File: config.mk
export PLATFORM = sky130hd
export DESIGN_NAME = paridade_frame
export DESIGN_NICKNAME = d
export VERILOG_FILES = /design/src/rtl/paridade_pkg.sv /design/src/rtl/paridade_frame.sv
export SDC_FILE = /design/constraint.sdc
export NUM_CORES = 1
export LEC_CHECK = 0
export BUFFER_PORTS_ARGS = -buffer_cell sky130_fd_sc_hd__buf_2
export CAP_MARGIN = 40
export CORE_ASPECT_RATIO = 0.9
export CORE_MARGIN = 3
export CORE_UTILIZATION = 48
export DETAILED_ROUTE_END_ITERATION = 8
export PLACE_DENSITY = 0.86
export REMOVE_ABC_BUFFERS = 1
export SLEW_MARGIN = 20
export SYNTH_ARGS = -nofsm -noshare
export SYNTH_HDL_FRONTEND = slang
export SYNTH_SLANG_ARGS = --single-unit
File: constraint.sdc
create_clock -name clk -period 2.36 [get_ports clk]
set_clock_uncertainty 0.1 [all_clocks]
set_input_delay 0.59 -clock clk [delete_from_list [all_inputs] [get_ports clk]]
set_output_delay 0.59 -clock clk [all_outputs]
set_load 0.05 [all_outputs]
File: src/rtl/paridade_pkg.sv
// paridade_pkg: shared FSM encodings and reduction-XOR helper for the parity blocks
// Contents:
//   IDLE/ACC/HOLD  frame FSM state encodings
//   PAR_MAXW       widest word red_xor accepts
//   red_xor        parity of a word, zero-extended by the caller to PAR_MAXW
package paridade_pkg;
  localparam logic [1:0] IDLE = 2'd0;
  localparam logic [1:0] ACC  = 2'd1;
  localparam logic [1:0] HOLD = 2'd2;
  localparam int PAR_MAXW = 256;
  // Zero-extension leaves the parity unchanged, so any width up to PAR_MAXW can share this function
  function automatic logic red_xor(input logic [PAR_MAXW-1:0] v);
    return ^v;
  endfunction
endpackage

File: src/rtl/paridade_frame.sv
// paridade_frame: frame-level even/odd parity generator/checker on a valid/ready stream
// Ports:
//   clk, rst                  clock, synchronous active-high reset
//   data_in, in_valid, in_last, in_ready   word stream in (in_ready decoded from state)
//   odd_sel, chk_en           mode selects, latched on the first beat of a frame
//   par_in                    received parity, sampled on the last beat only
//   out_valid, out_ready      result handshake
//   parity_out, par_err       registered frame result
//   err_count, err_clr        saturating error counter and its synchronous clear
module paridade_frame
  import paridade_pkg::*;
#(
  parameter int WIDTH = 8,
  parameter int CNT_W = 8
) (
  input  logic             clk,
  input  logic             rst,
  input  logic [WIDTH-1:0] data_in,
  input  logic             in_valid,
  input  logic             in_last,
  output logic             in_ready,
  input  logic             odd_sel,
  input  logic             chk_en,
  input  logic             par_in,
  output logic             out_valid,
  input  logic             out_ready,
  output logic             parity_out,
  output logic             par_err,
  output logic [CNT_W-1:0] err_count,
  input  logic             err_clr
);
  logic [1:0] state_q, state_d;
  logic acc_q, odd_q, chk_q, ov_q, po_q, pe_q;
  logic [CNT_W-1:0] cnt_q;
  logic beat, fin, first, acc_n, odd_m, chk_m, par_n, err_n;
  always_ff @(posedge clk)
    if (rst) state_q <= IDLE;
    else state_q <= state_d;
  always_comb
    state_d = state_q == HOLD ? (out_ready ? IDLE : HOLD)
            : beat ? (in_last ? HOLD : ACC) : state_q;
  always_comb in_ready = state_q != HOLD;
  // On the first beat the accumulator and modes come straight from the inputs, so no stale frame leaks in
  always_comb begin
    beat  = in_valid & in_ready;
    fin   = beat & in_last;
    first = state_q == IDLE;
    acc_n = (first ? 1'b0 : acc_q) ^ red_xor(PAR_MAXW'(data_in));
    odd_m = first ? odd_sel : odd_q;
    chk_m = first ? chk_en : chk_q;
    par_n = acc_n ^ odd_m;
    err_n = chk_m & (par_n ^ par_in);
  end
  always_ff @(posedge clk)
    if (rst) begin
      acc_q <= 1'b0;
      odd_q <= 1'b0;
      chk_q <= 1'b0;
      ov_q  <= 1'b0;
      po_q  <= 1'b0;
      pe_q  <= 1'b0;
      cnt_q <= '0;
    end else begin
      acc_q <= beat ? acc_n : acc_q;
      odd_q <= odd_m;
      chk_q <= chk_m;
      ov_q  <= fin ? 1'b1 : (ov_q & out_ready) ? 1'b0 : ov_q;
      po_q  <= fin ? par_n : po_q;
      pe_q  <= fin ? err_n : pe_q;
      cnt_q <= err_clr ? '0 : (fin & err_n & ~&cnt_q) ? cnt_q + CNT_W'(1) : cnt_q;
    end
  assign out_valid  = ov_q;
  assign parity_out = po_q;
  assign par_err    = pe_q;
  assign err_count  = cnt_q;
endmodule

# Word level (Yosys, flattened, before mapping)
# Cells that the tools add are included.
[totals] input_bits=17 out_inout_bits=12 wordCells=36 regBits=16
[classes] add_sub_neg=1 mux=9 reduce_logical=7 eq_ne=2 bitwise_logic=9
[ops] cell="256-bit XOR reduction" count=1
[ops] cell="8-bit by 1-bit adder with 8-bit output, second input constant" count=1
[ops] cell="2-bit 2-to-1 mux" count=4
[ops] cell="8-bit AND reduction" count=1
[ops] cell="1-bit AND" count=6
[ops] cell="1-bit 2-to-1 mux" count=5
[ops] cell="2-bit nonzero test" count=2
[ops] cell="1-bit XOR" count=3
[ops] cell="2-bit == test, second input constant" count=1
[ops] cell="2-bit logical NOT" count=1
[ops] cell="2-bit inequality test, second input constant" count=1
[ops] cell="2-bit OR reduction" count=1
[ops] cell="1-bit logical NOT" count=1

# Logic depth before layout (Yosys ltp)
[logic_depth] depth_word=8 depth_mapped=7

# Worst setup path before layout
# No wires, ideal clock.
[synth_path] path_kind="input port to flip-flop" start="in data_in[3]" end="reg cnt_q[3] (netlist: err_count[3])" t_arrival_ns=2.020 path_stages=6 path_slack_ns=0.171 n_path_buf=0 required_time_ns=2.190 cell_sequence="xor2_1 xnor2_1 xnor2_2 xnor2_1 or4_1 a21oi_1"
[synth_between] elab_chain_len=7
[synth_rtl] item="start, declared" line_no="paridade_frame.sv:18" text="input logic [WIDTH-1:0] data_in,"
[synth_rtl] item="256-bit XOR reduction" line_no="paridade_pkg.sv:13" text="return ^v;"
[synth_rtl] item="1-bit XOR" line_no="paridade_frame.sv:48" text="acc_n = (first ? 1'b0 : acc_q) ^ red_xor(PAR_MAXW'(data_in));"
[synth_rtl] item="1-bit XOR" line_no="paridade_frame.sv:51" text="par_n = acc_n ^ odd_m;"
[synth_rtl] item="1-bit XOR" line_no="paridade_frame.sv:52" text="err_n = chk_m & (par_n ^ par_in);"
[synth_rtl] item="1-bit AND" line_no="paridade_frame.sv:52"
[synth_rtl] item="1-bit AND (2 in series)" line_no="paridade_frame.sv:70" text="cnt_q <= err_clr ? '0 : (fin & err_n & ~&cnt_q) ? cnt_q + CNT_W'(1) : cnt_q;"
[synth_rtl] item="end signal, assigned" line_no="paridade_frame.sv:70"
[synth_rtl] item="end, declared" line_no="paridade_frame.sv:34" text="logic [CNT_W-1:0] cnt_q;"
# Every way passes these cells.
# A chain may end at the register's enable or synchronous reset.

# Worst setup path in the final report
[layout_path] start="reg state_q[1]" end="reg cnt_q[3] (netlist: err_count[3])"
[layout_between] elab_chain_len=8
[layout_rtl] item="start, declared" line_no="paridade_frame.sv:32" text="logic [1:0] state_q, state_d;"
[layout_rtl] item="start signal, assigned" line_no="paridade_frame.sv:38" text="else state_q <= state_d;"
[layout_rtl] item="2-bit logical NOT" line_no="paridade_frame.sv:47" text="first = state_q == IDLE;"
[layout_rtl] item="1-bit 2-to-1 mux" line_no="paridade_frame.sv:48"
[layout_rtl] item="1-bit XOR" line_no="paridade_frame.sv:48"
[layout_rtl] item="1-bit XOR" line_no="paridade_frame.sv:51"
[layout_rtl] item="1-bit XOR" line_no="paridade_frame.sv:52"
[layout_rtl] item="1-bit AND" line_no="paridade_frame.sv:52"
[layout_rtl] item="1-bit AND * (2 in series)" line_no="paridade_frame.sv:70"
# Mark *: on every way between the ends. The rest lies on a longest branch, timed or not.

==> flow_summary.ini <==
[outcome]
outcome = finished, final reports clean

[logic_synthesis]
synth_seq_area_share_pct = 36.9
synth_top_area_share_pct = 36.9
syn_inst = 104
synth_area_leader_cell = dfxtp_1
yosysUniqueCellTypes = 30
ys_warn_count = 0
synth_seq_cells = 16
synthesis.area_um2 = 867
syn_avg_cell_area_um2 = 8.34
synth_area_leaders = dfxtp_1 (37%), xnor2_1 (8.1%), a21oi_1 (5.2%), nand3_1 (4.6%), nand2_1 (4.3%)

[sta]
max_freq_ghz = 0.472
tightest_slew_ns = 0.321
slew_headroom_pct = 78.0
tns_ns = 0
finalSetupViolCount = 0
final.min_clock_period_ns = 2.12
grt_setup_unrepaired = false
fin_ws_ns = 0.242
finalHoldViolCount = 0
report.final.slew_viol_count = 0
finalCritPeriodShare_pct = 89.8

[pwr]
seqPwrFrac_pct = 40.4
p_sw_mw = 0.244
max-vdd-ir-drop_uv = 385
p_total_mw = 0.733
p_leak_nw = 0.476
p_per_area_mw_per_mm2 = 667
clockPowerShare_pct = 24.8
internal_power_mw = 0.489
swShare_pct = 33.3
power_frac_comb_pct = 34.8

[finish]
drive_gt1_share_pct = 30.4
area_growth_pct = 26.8
instances_no_fill = 160
fin_util_pct = 70.4
finalNetCount = 157
diodes = 0
layout_commonest_cell = buf_2
final_cell_mix = buf_2 (28), dfxtp_1 (16), nand2_1 (10)

[placed_design]
dp_worst_setup_slack_ns = 0.0989
io_buffers = 28
gp_congestion = 0.857
dp_hpwl_um = 1750
dp.cells = 156

[routing]
via_count = 934
drtIter0Drc = 20
wl_per_cell_um = 14.0
via_per_inst = 5.84
postRouteAntennaNets = 0
firstDrtPassIters = 5
drc = 0
routed_wl_um = 2250

[hold_path]
holdCritStartpoint = out_valid
hold_path_class = reg2reg

[global_routing]
grt_util_all_layers_pct = 21.8
grt_pass1_vias = 909
antenna_found_initial = 0
grt_pass1_wl_um = 3730
grt-ovfl-total = 0
grt_max_degree = 12

[clock_network]
numCtsBuffers = 3
clock-sinks = 16
ctsResizeCount = 0
holdBufCountCts = 0
post-cts-setup-buffers = 0
htreeDepth = 1
path_clk_slew_ns = 0.09
clock_latency_ns = 0.29
cts_tree = done
cts.root.buffer_cell = clkbuf_4
cts_buffer_depth = 2

[worst_setup_path]
critPathKind = reg2reg
critPathTopFamily = simple AND/OR/NAND/NOR gates
path_buf_inv = 0
crit_chain = nor2_2 -> mux2i_2 -> xnor2_1 -> xnor2_1 -> or4_1 -> a21oi_1
cpMostUsedCell = xnor2_1
required_ns = 2.49
r2r-start = state_q[1]
worstSetupStartpoint = state_q[1]
start_kind = flop
crit_path_top_delay_cell = or4_1
cp_max_fo = 5
critPathArrivalTime_ns = 2.24
slowest_delay_ns = 0.52
cp-end-kind = flop

[floorplan]
start_util_pct = 55.5
core_area_mm2 = 0.00156
ioPinCount = 29
fp.dieArea_mm2 = 0.00235
rows = 13
die_width_um = 50.8
die_y_um = 46.3

[job]
max_cap_viol_count = 0
-- sequential cells by signal, summed over array words and instances (netlist names) --
signal,count
err_count,8
state_q,2
parity_out,1
out_valid,1
odd_q,1
acc_q,1
par_err,1
chk_q,1
-- per-stage QoR --
stage,instance area [µm²],hold slack (ns)
2_1_floorplan,860,0.348
3_3_place_gp,1060,0.346
3_5_place_dp,1060,0.379
4_1_cts,1090,0.393
5_1_grt,1100,0.413
6_report,1100,0.385
-- final cells by class --
cell class	count	area, µm²
clock buffers	4	36.3
fillers	138	462
inverters	5	18.8
multi-input cells	81	527
flip-flops and latches	16	320
well taps	22	27.5
repair buffers	32	170
-- power by group through the flow --
| stage | sequential, mW | combinational [mW] | clock, mW |
|---|---|---|---|
| finish | 0.296 | 0.255 | 0.182 |
| global route | 0.298 | 0.276 | 0.202 |
| CTS | 0.295 | 0.250 | 0.183 |
| detailed placement | 0.301 | 0.245 | 0 |
| global placement | 0.300 | 0.238 | 0 |
| floorplan | 0.317 | 0.135 | 0 |
-- cell usage after synthesis, drive strengths merged --
library cell  instances
nor2                  6
or3                   2
or4                   2
clkbuf                2
dfxtp                16
o21ai                 4
mux2i                 3
inv                   5
a2111oi               2
or2                   1
and4                  1
a311oi                1
nand3                 8
a22oi                 1
o31ai                 2
and2                  2
o22ai                 1
a21oi                 9
ha                    1
xnor2                 9
a221oi                1
nor4                  1
and3                  5
xor2                  3
nand2                10
a31oi                 3
nor3b                 1
a211oi                2
-- layer usage --
metal / GRT usage (%) / up-vias / wire (µm) / share of wire [%]
met1: 22.9 / 428 / 880 / 39
met3: 9.06 / 8 / 208 / 9.3
met4: 11.3 / 0 / 44 / 2.0
met2: 38.0 / 49 / 1110 / 50
met5: 0 / - / 0 / 0
li1: - / 449 / - / -
-- worst min-delay path: cells and delay by family, from the launching register on --
family / cells / cell delay (ns)
and+or+nand+nor: 1 / 0.05
AOI/OAI and AO/OA: 1 / 0.06
DFF: 1 / 0.33
-- worst paths after layout --
| kind | to | slack [ns] | cells after the start |
|---|---|---|---|
| worst max-delay path | err_count[3] | 0.24 | 6 |
| worst min-delay path | out_valid | 0.38 | 2 |
| worst max register to register | err_count[3] | 0.24 | 6 |
| worst min register to register | out_valid | 0.38 | 2 |
-- cell families (layout without fill, tap and decap cells) --
logic type	after synthesis	count (layout)	share of synthesized area (%)
buffers and inverters	7	41	3.03
muxes	3	3	3.46
xor gates and xnor gates	12	12	13.0
DFF	16	16	36.9
AOI/OAI and AO/OA	26	26	18.8
and+or+nand+nor	39	39	23.4
adders and majority gates	1	1	1.44
No activity file was read; power rests on OpenSTA's default activity.
